**src/rtl/electron_nest.sv**
```systemverilog
// electron_nest: boot-configured tile computing R[k] = max((A[k]+B[k])*C[k], 0)
// over operand vectors in external memory, with fixed-latency loads and stallable stores.
package pkg_en;
  localparam int WIDTH_DATA   = 32;
  localparam int WIDTH_EXADDR = 16;
  localparam int WIDTH_INDEX  = 8;

  typedef struct packed {
    logic                   v;
    logic                   a;
    logic                   r;
    logic                   c;
    logic [WIDTH_INDEX-1:0] i;
    logic [WIDTH_DATA-1:0]  d;
  } FTk_t;

  typedef struct packed {
    logic n;
    logic t;
    logic v;
    logic c;
  } BTk_t;
endpackage

module electron_nest
  import pkg_en::*;
(
  input  logic                    clock,
  input  logic                    reset,
  input  logic                    I_Boot,
  output logic                    O_Ld_Req,
  output logic [WIDTH_EXADDR-1:0] O_Ld_Addr,
  input  FTk_t                    I_Ld_FTk,
  output BTk_t                    O_Ld_BTk,
  output logic                    O_St_Req,
  output logic [WIDTH_EXADDR-1:0] O_St_Addr,
  output FTk_t                    O_St_FTk,
  input  BTk_t                    I_St_BTk
);

  typedef enum logic [3:0] {IDLE, BOOT, LDA, LDB, LDC, CAP, EXEC, ST, DONE} state_t;

  state_t                  state_q, state_d;
  logic [2:0]              cnt_q, cnt_d;
  logic [WIDTH_EXADDR-1:0] a_base_q, a_base_d, b_base_q, b_base_d;
  logic [WIDTH_EXADDR-1:0] c_base_q, c_base_d, r_base_q, r_base_d;
  logic [15:0]             n_q, n_d, k_q, k_d;
  logic [WIDTH_DATA-1:0]   a_q, a_d, b_q, b_d, c_q, c_d, r_q, r_d;
  logic [WIDTH_DATA-1:0]   sum_w, prod_w;
  logic                    last_k;
  logic                    unused_bits;

  assign unused_bits = ^{I_Ld_FTk.i, I_Ld_FTk.r, I_Ld_FTk.c, I_Ld_FTk.d[31:16],
                         I_St_BTk.t, I_St_BTk.v, I_St_BTk.c};

  assign last_k = (k_q == n_q - 16'd1);
  assign sum_w  = a_q + b_q;
  assign prod_w = sum_w * c_q;

  always_ff @(posedge clock or negedge reset) begin
    if (!reset) begin
      state_q  <= IDLE;
      cnt_q    <= '0;
      a_base_q <= '0;
      b_base_q <= '0;
      c_base_q <= '0;
      r_base_q <= '0;
      n_q      <= '0;
      k_q      <= '0;
      a_q      <= '0;
      b_q      <= '0;
      c_q      <= '0;
      r_q      <= '0;
    end else begin
      state_q  <= state_d;
      cnt_q    <= cnt_d;
      a_base_q <= a_base_d;
      b_base_q <= b_base_d;
      c_base_q <= c_base_d;
      r_base_q <= r_base_d;
      n_q      <= n_d;
      k_q      <= k_d;
      a_q      <= a_d;
      b_q      <= b_d;
      c_q      <= c_d;
      r_q      <= r_d;
    end
  end

  always_comb begin
    state_d  = state_q;
    cnt_d    = cnt_q;
    a_base_d = a_base_q;
    b_base_d = b_base_q;
    c_base_d = c_base_q;
    r_base_d = r_base_q;
    n_d      = n_q;
    k_d      = k_q;
    a_d      = a_q;
    b_d      = b_q;
    c_d      = c_q;
    r_d      = r_q;
    case (state_q)
      IDLE: begin
        if (I_Boot && I_Ld_FTk.v && I_Ld_FTk.a) begin
          state_d = BOOT;
          cnt_d   = 3'd1;
        end
      end
      BOOT: begin
        // cnt_q counts frame words already consumed; words 0..2 are preamble
        if (I_Boot && I_Ld_FTk.v) begin
          cnt_d = cnt_q + 3'd1;
          case (cnt_q)
            3'd3: a_base_d = I_Ld_FTk.d[15:0];
            3'd4: b_base_d = I_Ld_FTk.d[15:0];
            3'd5: c_base_d = I_Ld_FTk.d[15:0];
            3'd6: r_base_d = I_Ld_FTk.d[15:0];
            3'd7: begin
              n_d     = I_Ld_FTk.d[15:0];
              k_d     = '0;
              state_d = (I_Ld_FTk.d[15:0] == 16'd0) ? DONE : LDA;
            end
            default: ;
          endcase
        end
      end
      LDA: state_d = LDB;
      LDB: begin
        a_d     = I_Ld_FTk.d;
        state_d = LDC;
      end
      LDC: begin
        b_d     = I_Ld_FTk.d;
        state_d = CAP;
      end
      CAP: begin
        c_d     = I_Ld_FTk.d;
        state_d = EXEC;
      end
      EXEC: begin
        r_d     = prod_w[31] ? '0 : prod_w;
        state_d = ST;
      end
      ST: begin
        if (!I_St_BTk.n) begin
          if (last_k) begin
            state_d = DONE;
          end else begin
            k_d     = k_q + 16'd1;
            state_d = LDA;
          end
        end
      end
      DONE:    state_d = IDLE;
      default: state_d = IDLE;
    endcase
  end

  // Outputs are pure decodes of registered state, so reset clears them at once.
  always_comb begin
    O_Ld_Req  = 1'b0;
    O_Ld_Addr = '0;
    O_Ld_BTk  = '0;
    O_St_Req  = 1'b0;
    O_St_Addr = '0;
    O_St_FTk  = '0;
    case (state_q)
      LDA: begin
        O_Ld_Req  = 1'b1;
        O_Ld_Addr = a_base_q + k_q;
      end
      LDB: begin
        O_Ld_Req  = 1'b1;
        O_Ld_Addr = b_base_q + k_q;
      end
      LDC: begin
        O_Ld_Req   = 1'b1;
        O_Ld_Addr  = c_base_q + k_q;
        O_Ld_BTk.t = last_k;
      end
      ST: begin
        O_St_Req   = 1'b1;
        O_St_Addr  = r_base_q + k_q;
        O_St_FTk.v = 1'b1;
        O_St_FTk.a = (k_q == 16'd0);
        O_St_FTk.r = last_k;
        O_St_FTk.i = k_q[7:0];
        O_St_FTk.d = r_q;
      end
      default: ;
    endcase
  end

endmodule

```
**config.mk**
```make
export PLATFORM = sky130hd
export DESIGN_NAME = electron_nest
export DESIGN_NICKNAME = d
export VERILOG_FILES = /design/src/rtl/electron_nest.sv
export SDC_FILE = /design/constraint.sdc
export NUM_CORES = 2
export LEC_CHECK = 0
export CAP_MARGIN = 5
export CORE_AREA = 2 2 282 353
export DETAILED_ROUTE_END_ITERATION = 7
export DIE_AREA = 0 0 284 355
export SLEW_MARGIN = 0
export SYNTH_ARGS = -nofsm -noshare
export SYNTH_HDL_FRONTEND = slang
export SYNTH_SLANG_ARGS = --single-unit
```
**constraint.sdc**
```tcl
create_clock -name clock -period 16.4 [get_ports clock]
set_input_delay 2.46 -clock clock [delete_from_list [all_inputs] [get_ports clock]]
set_output_delay 2.46 -clock clock [all_outputs]
set_load 0.01 [all_outputs]
```
==> flow_summary.yaml <==
status:
  outcome: "complete, no violations"
timing:
  fin_worst_hold_slack_ns: 0.473
  report.final.slew_viol_count: 0
  timing.final.crit_share_pct: 68.6
  max_freq_mhz: 88.9
  final.setup.worst_slack_ns: 5.15
  fin_setup_tns_ns: 0
  timing.max_slew.rel_slack_pct: 17.4
  fin_crit_ns: 11.25
  report.final.hold_viol_count: 0
  clock-skew-final_ns: 0.0207
  worst_pin_slew_ns: 1.24
  unrepaired_setup_endpoints_after_global_routing: "no"
  final_setup_viols: 0
hold_path:
  worstHoldStart: "r_q[13]"
  hold_path_class: "reg -> reg"
  worst_hold_path.num_cells: 2
worst_setup_path:
  critPathLaunch: "b_q[0]"
  worst_r2r_path_depth: 39
  setup.worst_path.end_class: "register"
  setup.worst_path.start_class: "register"
  crit_path_max_fanout: 21
  setup_crit_path_kind: "reg -> reg"
  r2r-start: "b_q[0]"
  slowest_stage_cell_on_the_critical_path: "xnor2_1"
  arrival_ns: 11.71
  critical-path-max-stage-delay_ns: 0.82
  cp.required_ns: 16.86
  cpMostUsedCell: "fa_1"
floorplanning:
  fp-row-count: 128
  die_width_um: 284
  die-area_mm2: 0.101
  top_level_ports: 133
  die_height_um: 355
  initial_utilization_pct: 29.8
  core_region_area_mm2: 0.0974
clocking:
  post_cts_resized: 0
  clk_pin_slew_ns: 0.06
  clkLatencyLatePin_ns: 0.57
  cts_max_level: 1
  clock_sinks: 230
  cts-root-to-sink-buffers: 3
  clock-root-buffer: "clkbuf_16"
  tritoncts: "done"
  cts_buffers: 28
  count_of_hold_fix_buffers_inserted_at_cts: 0
  postCtsSetupBuffers: 0
drt:
  top_signal_layer_used: "met5"
  detail-route-antenna-nets: 0
  drcViolationCount: 0
  num_vias: 21200
  route.layer.met1.wl_um: 32200
  detail_route.first_pass.iterations: 5
  wirelength_um: 79400
  avgViaCountPerCell: 4.82
  dr_wl_met3_um: 2880
  wire_per_inst_um: 18.1
  initialDrtViolationCount: 1080
  wl_met2_um: 41200
logic_synthesis:
  synthesis.area_mm2: 0.0291
  synth-seq-area-share_pct: 19.8
  ys_seq_elements: 230
  synth_warnings: 0
  ys_dominant_reg_cell: "dfrtp_1"
  synthDominantAreaCellType: "fa_1"
  synthCells: 3044
  postSynthAreaPerCell_um2: 9.55
  synth-async-reset-ratio_pct: 100
  ys_types: 82
  post_synth_main_area_contributors: "fa_1 28%, dfrtp_1 20%, ha_1 8.3%"
  synth-edff-count: 0
  synth_largest_type_area_fraction_pct: 28.3
placed_design:
  routabilityCongestion: 0.826
  dp_worst_setup_slack_ns: 5.15
  dp_hpwl_um: 59800
  place.port_buffers: 114
  detailed_place.area_mm2: 0.0316
finish:
  final_cell_area_mm2: 0.0326
  syn_to_final_growth_pct: 12.0
  drive_gt1_share_pct: 9.01
  layout.cells.most_common: "inv_1"
  mostFrequentLayoutCells: "441 x inv_1, 411 x fa_1, 390 x nand2_1, 312 x and2_1, 230 x dfrtp_1"
  final_nets: 3730
grt:
  global_route_wire_length_before_repair_um: 126000
  grt_antenna_before_repair: 5
  grt_start_max_net_pins: 112
  vias_in_the_first_global_route: 22500
  grt.overflow.total: 0
  grtUsageTotal_pct: 15.8
job:
  cap_violations: 0
logic make-up (layout without fill, tap and decap cells):
group | Yosys count | count (layout) | synth area share, %
buffers and inverters | 594 | 641 | 7.87
muxes | 165 | 165 | 6.36
AOI/OAI and AO/OA | 319 | 319 | 7.28
and+or+nand+nor | 988 | 988 | 17.1
other | 1 | 6 | 0.0129
DFF | 230 | 230 | 19.8
adders and majority gates | 604 | 604 | 36.6
xor gates and xnor gates | 143 | 143 | 4.98
cell usage after synthesis, types with 4 or more instances:
cell,count
nand2b_1,29
nor2_1,86
inv_1,441
ha_1,193
dfrtp_1,230
o31ai_1,14
xor2_1,39
buf_4,8
o21ai_0,68
o21a_1,12
a31oi_1,10
nand3b_1,6
nor2b_1,32
a21oi_1,86
or3_1,8
clkbuf_1,135
a311oi_1,4
nor4_1,15
mux2_2,158
nand4_1,10
a21boi_0,4
nand3_1,36
o21bai_1,18
or2_2,7
nor3b_1,4
xnor2_1,90
a22oi_1,17
fa_1,411
a211oi_1,11
nand2_1,390
nor3_1,29
a21o_1,24
o22ai_1,4
o211ai_1,6
o31a_1,4
mux2i_1,7
and2_1,312
and3_1,9
xnor3_1,10
final timing paths:
kind                                 to  slack, ns
setup / recovery                 r_q[8]       5.15
hold / removal                  r_q[13]       0.47
setup reg to reg                 r_q[8]       5.15
hold reg to reg                 r_q[13]       0.47
max in group asynchronous       r_q[23]      13.03
min in group asynchronous  r_base_q[11]       1.97
worst max-delay path, delay by kind of cell (launching register included):
kind            cells  cell delay, ns
compound gates      8            1.60
flops               1            0.35
simple gates        5            1.09
xor+xnor           11            3.10
fa+ha+maj          10            4.49
buf+inv             5            0.47
state kept, by name (all words and copies together), names as in the netlist:
name      count
a_base_q     16
a_q          32
b_base_q     16
b_q          32
c_base_q     16
c_q          32
cnt_q         3
k_q          16
n_q          16
r_base_q     16
r_q          31
state_q       4
metal layers:
layer  vias to the layer above  track usage (%)
met5                         -                0
met4                         6             5.96
met2                       435             29.3
met1                     10900             18.7
li1                       9677                -
met3                       149             1.60
area by class of cell:
| cell class | count | area (µm²) |
|---|---|---|
| Fill cell | 10100 | 64800 |
| Inverter | 442 | 1660 |
| Sequential cell | 230 | 5760 |
| Clock buffer | 35 | 758 |
| Multi-Input combinational cell | 2224 | 21100 |
| Clock inverter | 15 | 218 |
| Timing Repair Buffer | 149 | 1410 |
| Antenna cell | 1 | 2.50 |
| Tap cell | 1300 | 1630 |
stage by stage:
| step | std cells | utilization [%] |
|---|---|---|
| after floorplan | 3048 | - |
| after global placement | 4345 | 32.4 |
| after detailed placement | 4345 | 32.4 |
| after CTS | 4395 | 33.4 |
| after global routing | 4395 | 33.4 |
| final | 4396 | 33.4 |
Power is not shown: default switching activity piles up to over one toggle a cycle in this logic, so the estimate is an artifact.
